==> src/rtl/divider_rate_ctrl.sv <==
// divider_rate_ctrl
//   Rate controller for the clock-divider function. A free-running counter
//   feeds a 2-bit rate select. The rising edge of the selected counter bit
//   produces a one-cycle `tick` that downstream logic uses as a clock enable
//   on CLK. Rate changes come from manual inc/dec pulses or from an automatic
//   sweep. They are applied only on a tick boundary, so no tick is
//   shortened, duplicated or spurious.
//
// Ports
//   CLK      in   system clock, rising edge
//   RST_N    in   asynchronous active-low reset
//   inc      in   single-cycle request: rate code +1 (saturating)
//   dec      in   single-cycle request: rate code -1 (saturating)
//   auto_en  in   level, 1 = automatic sweep, 0 = manual
//   sel      out  current rate code (00=bit0, 01=BIT_SLOW, 10=BIT_MID, 11=BIT_FAST)
//   tick     out  one-cycle pulse per rising edge of the selected counter bit
//   pending  out  a manual change is latched and waits for the next tick
module divider_rate_ctrl #(
    parameter int unsigned CNT_W    = 26,
    parameter int unsigned BIT_SLOW = 23,
    parameter int unsigned BIT_MID  = 21,
    parameter int unsigned BIT_FAST = 10,
    parameter int unsigned DWELL    = 4
) (
    input  logic       CLK,
    input  logic       RST_N,
    input  logic       inc,
    input  logic       dec,
    input  logic       auto_en,
    output logic [1:0] sel,
    output logic       tick,
    output logic       pending
);

    localparam int unsigned     DW_W       = (DWELL > 1) ? $clog2(DWELL + 1) : 1;
    // Dwell count value at which the next tick completes the dwell period.
    localparam logic [DW_W-1:0] DWELL_LAST = DW_W'(DWELL - 1);

    typedef enum logic [1:0] {
        MANUAL = 2'd0,
        PEND   = 2'd1,
        AUTO   = 2'd2
    } state_t;

    state_t            state_q, state_d;
    logic [CNT_W-1:0]  cnt_q;
    logic [1:0]        sel_q, sel_d;
    logic [1:0]        target_q;
    logic              prev_bit_q;
    logic              tick_q;
    logic [DW_W-1:0]   dwell_q;

    logic              cur_bit;
    logic              fire;
    logic              req_up, req_dn;
    logic              step_ok;
    logic [1:0]        target_base, target_new;

    // FSM output strobes
    logic              ld_target;
    logic              apply;
    logic              auto_adv;
    logic              dwell_inc;
    logic              sel_chg;

    // Counter bit selected by a given rate code.
    function automatic logic rate_bit(input logic [1:0] code,
                                      input logic [CNT_W-1:0] c);
        logic b;
        case (code)
            2'b00:   b = c[0];
            2'b01:   b = c[BIT_SLOW];
            2'b10:   b = c[BIT_MID];
            default: b = c[BIT_FAST];
        endcase
        return b;
    endfunction

    //--------------------------------------------------------------------
    // Edge detect and request decode
    //--------------------------------------------------------------------
    always_comb begin
        cur_bit = rate_bit(sel_q, cnt_q);
        fire    = cur_bit & ~prev_bit_q;
        req_up  = inc & ~dec;
        req_dn  = dec & ~inc;
        // A second request while a change is pending steps from the latched
        // target, so the last request wins and only one switch happens.
        target_base = (state_q == PEND) ? target_q : sel_q;
        step_ok     = (req_up && (target_base != 2'b11)) ||
                      (req_dn && (target_base != 2'b00));
        target_new  = req_up ? (target_base + 2'd1) : (target_base - 2'd1);
    end

    //--------------------------------------------------------------------
    // FSM: state register
    //--------------------------------------------------------------------
    always_ff @(posedge CLK or negedge RST_N) begin
        if (!RST_N) begin
            state_q <= MANUAL;
        end else begin
            state_q <= state_d;
        end
    end

    //--------------------------------------------------------------------
    // FSM: next-state logic. auto_en takes priority over manual requests
    // and over a pending change.
    //--------------------------------------------------------------------
    always_comb begin
        state_d = state_q;
        case (state_q)
            MANUAL: begin
                if (auto_en) begin
                    state_d = AUTO;
                end else if (step_ok) begin
                    state_d = PEND;
                end
            end
            PEND: begin
                if (auto_en) begin
                    state_d = AUTO;
                end else if (fire) begin
                    state_d = MANUAL;
                end
            end
            AUTO: begin
                if (!auto_en) begin
                    state_d = MANUAL;
                end
            end
            default: state_d = MANUAL;
        endcase
    end

    //--------------------------------------------------------------------
    // FSM: output / strobe logic
    //--------------------------------------------------------------------
    always_comb begin
        pending   = 1'b0;
        ld_target = 1'b0;
        apply     = 1'b0;
        auto_adv  = 1'b0;
        dwell_inc = 1'b0;
        case (state_q)
            MANUAL: begin
                ld_target = ~auto_en & step_ok;
            end
            PEND: begin
                pending   = 1'b1;
                ld_target = ~auto_en & step_ok;
                apply     = ~auto_en & fire;
            end
            AUTO: begin
                auto_adv  = auto_en & fire & (dwell_q == DWELL_LAST);
                dwell_inc = auto_en & fire & (dwell_q != DWELL_LAST);
            end
            default: ;
        endcase
    end

    //--------------------------------------------------------------------
    // Next rate code
    //--------------------------------------------------------------------
    always_comb begin
        sel_d = sel_q;
        if (apply) begin
            // A request arriving on the tick itself is folded in.
            sel_d = ld_target ? target_new : target_q;
        end else if (auto_adv) begin
            sel_d = sel_q + 2'd1;
        end
    end

    assign sel_chg = apply | auto_adv;

    //--------------------------------------------------------------------
    // Datapath registers
    //--------------------------------------------------------------------
    always_ff @(posedge CLK or negedge RST_N) begin
        if (!RST_N) begin
            cnt_q      <= '0;
            sel_q      <= 2'b01;
            target_q   <= 2'b01;
            prev_bit_q <= 1'b0;
            tick_q     <= 1'b0;
            dwell_q    <= '0;
        end else begin
            cnt_q  <= cnt_q + CNT_W'(1);
            tick_q <= fire;
            sel_q  <= sel_d;
            // On a rate switch the edge detector is primed with the new
            // bit's current value, so a new bit that is already high cannot
            // produce a false tick. The first tick at the new rate is the
            // next true 0->1 of the new bit.
            prev_bit_q <= sel_chg ? rate_bit(sel_d, cnt_q) : cur_bit;
            if (ld_target) begin
                target_q <= target_new;
            end
            if (dwell_inc) begin
                dwell_q <= dwell_q + DW_W'(1);
            end else if (auto_adv || (state_q != AUTO) || !auto_en) begin
                dwell_q <= '0;
            end
        end
    end

    assign sel  = sel_q;
    assign tick = tick_q;

endmodule

==> config.mk <==
export PLATFORM = sky130hd
export DESIGN_NAME = divider_rate_ctrl
export DESIGN_NICKNAME = d
export VERILOG_FILES = /design/src/rtl/divider_rate_ctrl.sv
export SDC_FILE = /design/constraint.sdc
export NUM_CORES = 1
export LEC_CHECK = 0
export CORE_MARGIN = 5
export CORE_UTILIZATION = 53
export CTS_CLUSTER_DIAMETER = 100
export DETAILED_ROUTE_END_ITERATION = 10
export GPL_TIMING_DRIVEN = 0
export PLACE_DENSITY = 0.74
export SKIP_LAST_GASP = 1
export SYNTH_ARGS = -nofsm -noshare
export SYNTH_HDL_FRONTEND = slang
export SYNTH_SLANG_ARGS = --single-unit
==> constraint.sdc <==
create_clock -name CLK -period 2.1 [get_ports CLK]
set_input_delay 0.42 -clock CLK [delete_from_list [all_inputs] [get_ports CLK]]
set_output_delay 0.42 -clock CLK [all_outputs]
set_load 0.01 [all_outputs]
==> flow_metrics.py, run 1 <==
metrics = {
    "yosys": {
        "synth_cell_types": 50,
        "yosysMostFrequentCell": "dfrtp_1",
        "ys_top_cells_by_area": "dfrtp_1 (43%), xnor2_1 (7.8%), ha_1 (4.6%)",
        "synth_compound_area_frac": 0.133,
        "yosys.area_share.simple": 0.207,
        "synth-edff-count": 0,
        "synth_top_family_by_area": "simple AND/OR/NAND/NOR gates",
        "synthArstFlopShare": 1.00,
        "yosys_most_used_dff": "dfrtp_1",
        "synthAdderAreaFrac": 0.0458,
        "synth_mux_area_frac": 0.00523,
        "syn_avg_cell_area_sq_um": 11.1,
        "synth_cells": 172,
        "synth_nets": 184,
        "synth_largest_area_cell": "dfrtp_1",
        "syn_area_sq_um": 1910,
        "synth-xor-area-share": 0.110,
        "synth_top_area_frac": 0.432,
        "synth_commonest_cells": "dfrtp_1 (33), xnor2_1 (17), nand2_1 (13), nor2_1 (12), nand3_1 (9)",
        "ys_seq_area_frac": 0.459,
        "synth-seq-cells": 35,
        "synth-warning-count": 0,
    },
    "placed_design": {
        "gp_congestion": 0.773,
        "port_buffers": 8,
        "dp_hpwl_um": 2530,
        "dp_slack_ps": -674,
    },
    "global_routing": {
        "grt_pass1_vias": 1394,
        "antenna_found_initial": 0,
        "track_usage": 0.170,
        "grt_remaining_overflow": 0,
        "grt_pass1_wl_um": 6630,
        "grt_max_degree": 36,
    },
    "routing": {
        "viasPerCell": 5.51,
        "wl_per_cell_um": 15.8,
        "vias": 1383,
        "drt-pass1-iter-count": 4,
        "antenna_left": 0,
        "finalWirelength_um": 3960,
        "first_iter_violations": 52,
        "drc": 0,
    },
    "finish": {
        "drive_above_1_share": 0.288,
        "seq_area_sq_um": 882,
        "fillers": 252,
        "syn_to_final_growth_pct": 24.1,
        "final_nets": 216,
        "num_antenna_cells": 0,
        "multi_input_area_sq_um": 1050,
    },
    "sta": {
        "slew_violations": 0,
        "rsz0062_at_grt": "true",
        "setup-violations-final": 1,
        "hold_viol_final": 0,
        "post-route-period-util": 1.09,
        "slew_headroom": 0.489,
        "skew_ps": 9.43,
        "holdWs_ps": 153,
        "fin_crit_ps": 2290,
        "max_freq_ghz": 0.436,
        "tightest_slew_ps": 767,
        "fin_ws_ps": -193,
    },
    "clocking": {
        "cts_tree": "yes",
        "clk_pin_slew_worst_paths_ps": 110,
        "cts_sinks": 35,
        "hold_buffers": 0,
        "ctsLongestPathBuffers": 2,
        "cts-root-buf": "clkbuf_4",
        "ctsHtreeMaxLevel": 2,
        "cts_buffers": 5,
        "clk_latency_ps": 330,
    },
    "power_and_ir_drop": {
        "leakage_nw": 1.05,
        "powerDensity_nw_per_um2": 500,
        "irDropWorstVdd_uv": 375,
    },
    "setup_path": {
        "rrSetupSlack_ps": -190,
        "cp_max_fo": 4,
        "worstPathRequired_ps": 2330,
        "reg2reg_from": "sel[0]",
        "rr_worst_depth": 10,
        "cp-start-kind": "flip-flop",
        "crit_type": "reg -> reg",
        "end_kind": "flip-flop",
        "timing.rr.end": "prev_bit_q",
        "worstPathArrival_ps": 2520,
    },
    "floorplan": {
        "core.rowCount": 21,
        "die_h_um": 70.1,
        "die_area_sq_um": 4910,
        "die_w_um": 70.1,
        "io_pins": 9,
        "initial_core_util": 0.560,
        "core_sq_um": 3420,
    },
    "hold_path": {
        "hold_path.class": "in -> async",
    },
    "run_status": {
        "violations": "negative setup slack",
        "status": "complete, but fails checks",
    },
    "job": {
        "maxCapViolCount": 0,
    },
}
report_power, final:
part | internal, W | total (W) | switching, W
sequential | 0.000684 | 0.000695 | 0.0000118
combinational | 0.0000395 | 0.0000972 | 0.0000577
clock | 0.000166 | 0.000395 | 0.000229
total | 0.000889 | 0.00119 | 0.000298
stage by stage:
stage               utilization  TNS (ps)  cell area [sq um]  cells  power (W)
finish                    0.695      -193               2370    251    0.00119
global route              0.695      -351               2370    251    0.00124
global placement          0.608     -3900               2080    226   0.000791
detailed placement        0.607     -1980               2070    226   0.000794
floorplan                     -     -58.4               1940    172   0.000756
CTS                       0.669      -150               2280    246    0.00119
cells in the final DEF, fill, tap and decap left out, types with 2 or more instances in the layout:
cell,netlist,layout
dfrtp_1,33,30
xnor2_1,17,17
buf_4,1,16
nand2_1,13,13
nor2_1,12,12
nand3_1,9,9
and3_1,7,7
xor2_1,7,7
inv_1,8,5
clkbuf_4,0,5
nand4_1,4,4
a21oi_1,5,4
ha_4,0,4
nor3_1,3,3
nor3b_1,3,3
nand3b_1,3,3
ha_1,7,3
clkdlybuf4s50_1,0,3
dfrtp_2,0,3
clkbuf_1,1,2
a211o_2,2,2
o21ai_0,3,2
dlygate4sd2_1,0,2
dlymetal6s2s_1,0,2
dfstp_2,2,2
how the worst max path moves through the flow:
stage / slack (ps) / depth (start not counted) / to / start
floorplan: -60 / 11 / prev_bit_q / sel[0]
global placement: -560 / 8 / prev_bit_q / auto_en
detailed placement: -670 / 8 / prev_bit_q / auto_en
CTS: -150 / 11 / prev_bit_q / sel[0]
global route: -280 / 10 / prev_bit_q / sel[0]
finish: -190 / 10 / prev_bit_q / sel[0]
kinds of logic (layout without fill, tap and decap cells):
family,after synthesis,in the layout
buffers and inverters,13,46
DFF,35,35
and+or+nand+nor,66,66
AOI/OAI and AO/OA,26,26
muxes,1,1
adders and majority gates,7,7
xor gates and xnor gates,24,24
sequential cells by signal, summed over array words and instances, names as in the netlist:
register and count:
cnt_q 24, dwell_q 3, sel 2, state_q 2, target_q 2, prev_bit_q 1
tick 1
cell type report:
| class | instances | area share |
|---|---|---|
| Multi-Input combinational cell | 124 | 0.442 |
| Sequential cell | 35 | 0.372 |
| Timing Repair Buffer | 25 | 0.0933 |
| Tap cell | 46 | 0.0242 |
| Clock buffer | 7 | 0.0232 |
| Buffer | 4 | 0.0216 |
| Inverter | 9 | 0.0206 |
| Clock inverter | 1 | 0.00369 |
layer usage:
metal | vias to the layer above | GRT usage | wire length [um]
met4 | 0 | 0.0574 | 76
li1 | 677 | - | -
met3 | 8 | 0.0387 | 98
met5 | - | 0 | 0
met1 | 679 | 0.203 | 1730
met2 | 19 | 0.300 | 2050
worst max-delay path, stage by stage, from the launching register on:
cell and delay (ps):
dfstp_2 570, clkbuf_16 140, inv_8 30, ha_4 140
a22oi_2 230, a211o_2 200, o211ai_1 160, a31oi_4 260
mux2i_1 210, nand3b_1 80, and3_1 170
repair_timing:
action,in CTS,in global routing
setup endpoints to repair,3,4
resized for setup,13,10
pin swaps,12,9
buffers inserted,12,5
No activity file was read; power rests on OpenSTA's default activity.
==> run 2, diff against run 1 <==
--- a/config.mk
+++ b/config.mk
@@ -7,7 +7,7 @@
 export LEC_CHECK = 0
 export CORE_MARGIN = 5
 export CORE_UTILIZATION = 53
-export CTS_CLUSTER_DIAMETER = 100
+export CTS_BUF_LIST = sky130_fd_sc_hd__clkbuf_16
 export DETAILED_ROUTE_END_ITERATION = 10
 export GPL_TIMING_DRIVEN = 0
 export PLACE_DENSITY = 0.74
==> run 2 against run 1 <==
Net effect: critical path type unchanged; first-iteration DRC count increased by 9.6%; utilization decreased by 0.70 points; via count down 2.0%; total power increased by 26%; die area is the same; clock power rose by 78%; cell count fell by 1.6%; setup slack improved by 98 ps; global-route usage fell by 0.24 points; the run still ends with negative setup slack left; critical path depth decreased by 1; clock skew decreased by 3.3 ps; register-to-register slack improved by 98 ps; largest power group is now clock.
==> flow_metrics.py, run 2 (same netlist as run 1, synthesis figures left out) <==
metrics = {
    "sta": {
        "fin_ws_ps": -94.5,
        "tightest_slew_ps": 771,
        "post-route-period-util": 1.05,
        "rsz0062_at_grt": "true",
        "slew_headroom": 0.486,
        "skew_ps": 6.13,
        "max_freq_ghz": 0.456,
        "hold_viol_final": 0,
        "slew_violations": 0,
        "fin_crit_ps": 2190,
        "setup-violations-final": 1,
    },
    "finish": {
        "top_regs": "cnt_q x24, dwell_q x3",
        "num_antenna_cells": 0,
        "fin_util": 0.688,
        "final_common_cell": "dfrtp_1",
        "drive_above_1_share": 0.264,
        "fillers": 262,
        "syn_to_final_growth_pct": 22.8,
        "regMostFlops": "cnt_q",
        "largest_register_ffs": 24,
        "layout.cells.non_filler": 247,
        "layout_common_cells": "dfrtp_1 (30), xnor2_1 (17), buf_4 (14)",
        "final_nets": 212,
        "final_cell_area_sq_um": 2350,
    },
    "routing": {
        "finalWirelength_um": 3730,
        "antenna_left": 0,
        "drt-pass1-iter-count": 4,
        "drc": 0,
        "wl_per_cell_um": 15.1,
        "first_iter_violations": 57,
        "viasPerCell": 5.49,
        "vias": 1356,
    },
    "global_routing": {
        "track_usage": 0.168,
        "grt_pass1_vias": 1411,
        "grt_max_degree": 36,
        "antenna_found_initial": 0,
        "grt_pass1_wl_um": 6520,
        "grt_remaining_overflow": 0,
    },
    "setup_path": {
        "rrSetupSlack_ps": -90,
        "max_stage_delay_ps": 410,
        "cp-start-kind": "flip-flop",
        "reg2reg_from": "dwell_q[0]",
        "rr_worst_depth": 9,
        "cp_max_fo": 4,
        "end_kind": "flip-flop",
        "crit_type": "reg -> reg",
        "timing.rr.end": "prev_bit_q",
        "path_cells": "ha_1, ha_2, and4b_2, or3_2, o211ai_1, a31oi_4, nand2_1, o2111ai_1, and3_1",
        "worstPathRequired_ps": 2270,
        "worstPathArrival_ps": 2360,
        "cp_slowest_cell": "or3_2",
    },
    "power_and_ir_drop": {
        "powerDensity_nw_per_um2": 638,
        "leakage_nw": 1.03,
        "power_w": 0.00150,
        "irDropWorstVdd_uv": 552,
    },
    "placed_design": {
        "dp_hpwl_um": 2530,
        "gp_congestion": 0.773,
        "placed_cell_area_sq_um": 2070,
        "placedCellCount": 226,
        "dp_slack_ps": -674,
        "port_buffers": 8,
    },
    "run_status": {
        "violations": "negative setup slack",
        "status": "complete, but fails checks",
    },
    "clocking": {
        "cts_tree": "yes",
        "clk_latency_ps": 280,
        "cts-root-buf": "clkbuf_16",
        "ctsHtreeMaxLevel": 2,
        "ctsLongestPathBuffers": 2,
        "cts_buffers": 5,
        "clk_pin_slew_worst_paths_ps": 60,
        "cts_sinks": 35,
    },
    "floorplan": {
        "die_w_um": 70.1,
        "core.rowCount": 21,
        "die_h_um": 70.1,
        "core_sq_um": 3420,
        "initial_core_util": 0.560,
        "io_pins": 9,
        "die_area_sq_um": 4910,
    },
    "job": {
        "maxCapViolCount": 0,
    },
    "hold_path": {
        "hold_path.class": "in -> async",
    },
}
==> run 2: how the worst max path moves through the flow <==
stage / start / endpoint / slack (ps) / depth (start not counted)
2_1_floorplan: sel[0] / prev_bit_q / -60 / 11
3_5_place_dp: auto_en / prev_bit_q / -670 / 8
4_1_cts: dwell_q[0] / prev_bit_q / -110 / 9
3_3_place_gp: auto_en / prev_bit_q / -560 / 8
5_1_grt: sel[0] / prev_bit_q / -210 / 10
6_report: dwell_q[0] / prev_bit_q / -90 / 9
==> run 2: power breakdown <==
part / switching (W) / internal (W)
combinational: 0.0000572 / 0.0000396
sequential: 0.0000118 / 0.000685
clock: 0.000273 / 0.000432
==> run 2: what timing repair did <==
| item | CTS | global route |
|---|---|---|
| buffers inserted | 13 | 0 |
| pin swaps | 7 | 5 |
| setup endpoints to repair | 4 | 2 |
| gates resized for setup | 13 | 2 |
| hold buffers | 0 | 0 |
==> run 2: area by class of cell <==
cell class,count,area (sq um),area share
clock inverter,3,16.3,0.00692
tap,46,57.6,0.0245
sequential,35,882,0.375
inverter,9,46.3,0.0197
clock buffer,5,125,0.0532
buffer,4,50.0,0.0213
timing repair buffer,21,168,0.0714
multi-input combinational,124,1000,0.428
==> run 2: critical path: cells and delay by family (launching register included) <==
family          cells  cell delay, ps
simple gates        4             960
flops               1             380
fa+ha+maj           2             390
compound gates      3             350
==> run 2: metal layers <==
layer	wire length, um	GRT usage	vias up	share of wire
met5	0	0	-	0
met4	67	0.0638	0	0.018
met3	130	0.0560	6	0.035
met2	1860	0.277	22	0.50
met1	1670	0.203	658	0.45
li1	-	-	670	-
==> run 2: metrics by stage <==
| stage | hold slack, ps | TNS, ps |
|---|---|---|
| 2_1_floorplan | 124 | -58.4 |
| 3_3_place_gp | 452 | -3900 |
| 3_5_place_dp | 457 | -1980 |
| 4_1_cts | 252 | -107 |
| 5_1_grt | 292 | -207 |
| 6_report | 218 | -94.5 |
==> run 3, diff against run 2 <==
--- a/config.mk
+++ b/config.mk
@@ -5,12 +5,13 @@
 export SDC_FILE = /design/constraint.sdc
 export NUM_CORES = 1
 export LEC_CHECK = 0
+export ABC_AREA = 1
 export CORE_MARGIN = 5
-export CORE_UTILIZATION = 53
+export CORE_UTILIZATION = 59
 export CTS_BUF_LIST = sky130_fd_sc_hd__clkbuf_16
 export DETAILED_ROUTE_END_ITERATION = 10
 export GPL_TIMING_DRIVEN = 0
-export PLACE_DENSITY = 0.74
+export PLACE_DENSITY = 0.78
 export SKIP_LAST_GASP = 1
 export SYNTH_ARGS = -nofsm -noshare
 export SYNTH_HDL_FRONTEND = slang
==> constraint.sdc (replaced) <==
create_clock -name CLK -period 2.3 [get_ports CLK]
set_input_delay 0.46 -clock CLK [delete_from_list [all_inputs] [get_ports CLK]]
set_output_delay 0.46 -clock CLK [all_outputs]
set_load 0.01 [all_outputs]
==> run 3 against run 2 <==
Net effect: the run now ends clean; critical path depth grew 8; sequential power is 4.3% lower; cell count is 10% higher; largest cell class unchanged; critical path type unchanged; combinational power grew 120%.
==> flow_metrics.py, run 3 <==
metrics = {
    "run_status": {
        "status": "completed",
    },
    "finish": {
        "final_common_cell": "nand2_1",
        "syn_to_final_growth_pct": 16.4,
        "fillers": 235,
        "layout_common_cells": "nand2_1 (47), dfrtp_1 (33), inv_1 (22)",
        "layout.cells.non_filler": 272,
        "largest_register_ffs": 24,
        "final_cell_area_sq_um": 2220,
        "multi_input_area_sq_um": 950,
        "num_antenna_cells": 0,
        "seq_area_sq_um": 878,
        "drive_above_1_share": 0.197,
        "top_regs": "cnt_q x24, dwell_q x3",
        "regMostFlops": "cnt_q",
        "final_nets": 239,
    },
    "yosys": {
        "synth_top_area_frac": 0.434,
        "synth-edff-count": 0,
        "ys_top_cells_by_area": "dfrtp_1 (43%), nand2_1 (9.5%), xor2_1 (6.4%)",
        "synthArstFlopShare": 1.00,
        "synth_commonest_cells": "nand2_1 (48), dfrtp_1 (33), inv_1 (22), nand3_1 (22), xor2_1 (14)",
        "ys_seq_area_frac": 0.462,
        "synth_cells": 209,
        "syn_area_sq_um": 1900,
        "syn_avg_cell_area_sq_um": 9.11,
        "yosys_most_used_dff": "dfrtp_1",
        "synth-seq-cells": 35,
        "yosysMostFrequentCell": "nand2_1",
        "synth_cell_types": 30,
        "synth_nets": 221,
        "synth_largest_area_cell": "dfrtp_1",
        "synth-warning-count": 0,
    },
    "setup_path": {
        "worstPathRequired_ps": 2460,
        "worstPathArrival_ps": 2310,
        "crit_type": "reg -> reg",
        "cp_max_fo": 5,
        "cp-start-kind": "flip-flop",
        "rrSetupSlack_ps": 150,
        "reg2reg_from": "sel[0]",
        "rr_worst_depth": 17,
        "timing.rr.end": "prev_bit_q",
        "end_kind": "flip-flop",
    },
    "power_and_ir_drop": {
        "power_frac_seq": 0.446,
        "swShare": 0.257,
        "powerDensity_nw_per_um2": 675,
        "p_switching_w": 0.000383,
        "leakage_nw": 1.13,
        "comb_power_share": 0.143,
        "clkPwrFrac": 0.412,
        "intPower_w": 0.00111,
        "irDropWorstVdd_uv": 521,
        "power_w": 0.00149,
    },
    "clocking": {
        "cts_sinks": 35,
        "ctsLongestPathBuffers": 2,
        "cts_tree": "yes",
        "hold_buffers": 0,
        "ctsHtreeMaxLevel": 2,
        "cts_buffers": 5,
        "clk_latency_ps": 270,
        "clk_pin_slew_worst_paths_ps": 50,
        "cts-root-buf": "clkbuf_16",
    },
    "placed_design": {
        "placedCellCount": 261,
        "dp_hpwl_um": 2540,
        "port_buffers": 8,
        "gp_congestion": 0.791,
        "placed_cell_area_sq_um": 2030,
    },
    "routing": {
        "first_iter_violations": 87,
        "vias": 1448,
        "wl_per_cell_um": 13.0,
        "viasPerCell": 5.32,
        "met3_length_um": 150,
        "highest_layer": "met4",
        "antenna_left": 0,
        "met2_wirelength_um": 1800,
        "drc": 0,
        "finalWirelength_um": 3540,
        "drt-pass1-iter-count": 4,
        "drt-met1-wl_um": 1490,
    },
    "sta": {
        "skew_ps": 2.46,
        "tightest_slew_ps": 753,
        "post-route-period-util": 0.936,
        "setup-violations-final": 0,
        "slew_headroom": 0.498,
        "hold_viol_final": 0,
        "slew_violations": 0,
        "rsz0062_at_grt": "false",
        "max_freq_ghz": 0.465,
        "fin_crit_ps": 2150,
        "fin_setup_tns_ps": 0,
    },
    "global_routing": {
        "antenna_found_initial": 0,
        "grt_pass1_wl_um": 6030,
        "track_usage": 0.182,
        "grt_pass1_vias": 1415,
        "grt_max_degree": 36,
        "grt_remaining_overflow": 0,
    },
    "floorplan": {
        "core_sq_um": 3080,
        "io_pins": 9,
        "die_h_um": 66.8,
        "die_area_sq_um": 4460,
        "die_w_um": 66.8,
        "initial_core_util": 0.618,
        "core.rowCount": 20,
    },
    "hold_path": {
        "hold_path.class": "in -> async",
    },
    "job": {
        "maxCapViolCount": 0,
    },
}
## run 3: cell count changes in the layout (fill, tap and decap cells not counted), moves of 8 or more
cell     before  now
nand2_1      13   47
inv_1         7   22
buf_4        14    3
nand2_2       0   10
nand3_1       9   19
xnor2_1      17    7
nand3_2       0    8
## run 3: per-stage QoR
stage               utilization  setup WS [ps]  hold WS, ps
floorplan                     -            379          164
global placement          0.662            101          455
detailed placement        0.661            124          460
CTS                       0.705           29.9          282
global route              0.720           1.29          331
finish                    0.720            148          256
## run 3: logic make-up after synthesis
logic type / after synthesis / share of synthesized area
and+or+nand+nor: 113 / 0.318
DFF: 35 / 0.462
buffers and inverters: 26 / 0.0519
xor gates and xnor gates: 22 / 0.105
adders and majority gates: 7 / 0.0460
AOI/OAI and AO/OA: 6 / 0.0171
## run 3: timing repair
| item | in CTS | in global routing |
|---|---|---|
| setup endpoints to repair | 0 | 1 |
| buffers inserted | 0 | 3 |
| gates resized for setup | 0 | 6 |
## run 3: worst max-delay path: stages (launching register included)
cell and delay [ps]:
dfstp_2 580, buf_4 120, ha_1 130, nand2_1 60
nand2_1 80, nor2_1 50, nor2_2 130, nand2_2 130
inv_2 120, nand2_2 70, clkinv_1 60, nand2_1 60
nand2_1 60, nand2_1 40, nand2_1 90, nand3_1 110
nand3_2 90, nand2_1 60
## run 3: power by group through the flow
| stage | registers [W] | logic (W) | clock network (W) |
|---|---|---|---|
| 3_3_place_gp | 0.000675 | 0.000198 | 0 |
| 5_1_grt | 0.000669 | 0.000232 | 0.000669 |
| 2_1_floorplan | 0.000672 | 0.000149 | 0 |
| 4_1_cts | 0.000665 | 0.000208 | 0.000631 |
| 6_report | 0.000667 | 0.000213 | 0.000615 |
| 3_5_place_dp | 0.000675 | 0.000206 | 0 |
## run 3: worst max path at each step
stage          slack (ps)  depth (start not counted)          to   start
2_1_floorplan         380                         16  prev_bit_q  sel[0]
5_1_grt                 1                         17  prev_bit_q  sel[0]
6_report              150                         17  prev_bit_q  sel[0]
3_5_place_dp          120                         16  prev_bit_q  sel[0]
4_1_cts                30                         16  prev_bit_q  sel[0]
3_3_place_gp          100                          1    cnt_q[9]   RST_N
## run 3: routing by layer
metal | vias to the layer above | GRT usage
met4 | 0 | 0.0787
met3 | 18 | 0.0573
met2 | 43 | 0.313
met5 | - | 0
li1 | 701 | -
met1 | 686 | 0.205
## run 3: area by class of cell
type | count | share of cell area
Clock buffer | 5 | 0.0565
Multi-Input combinational cell | 148 | 0.429
Buffer | 1 | 0.00226
Sequential cell | 35 | 0.396
Inverter | 25 | 0.0423
Clock inverter | 3 | 0.00508
Tap cell | 44 | 0.0248
Timing Repair Buffer | 11 | 0.0440
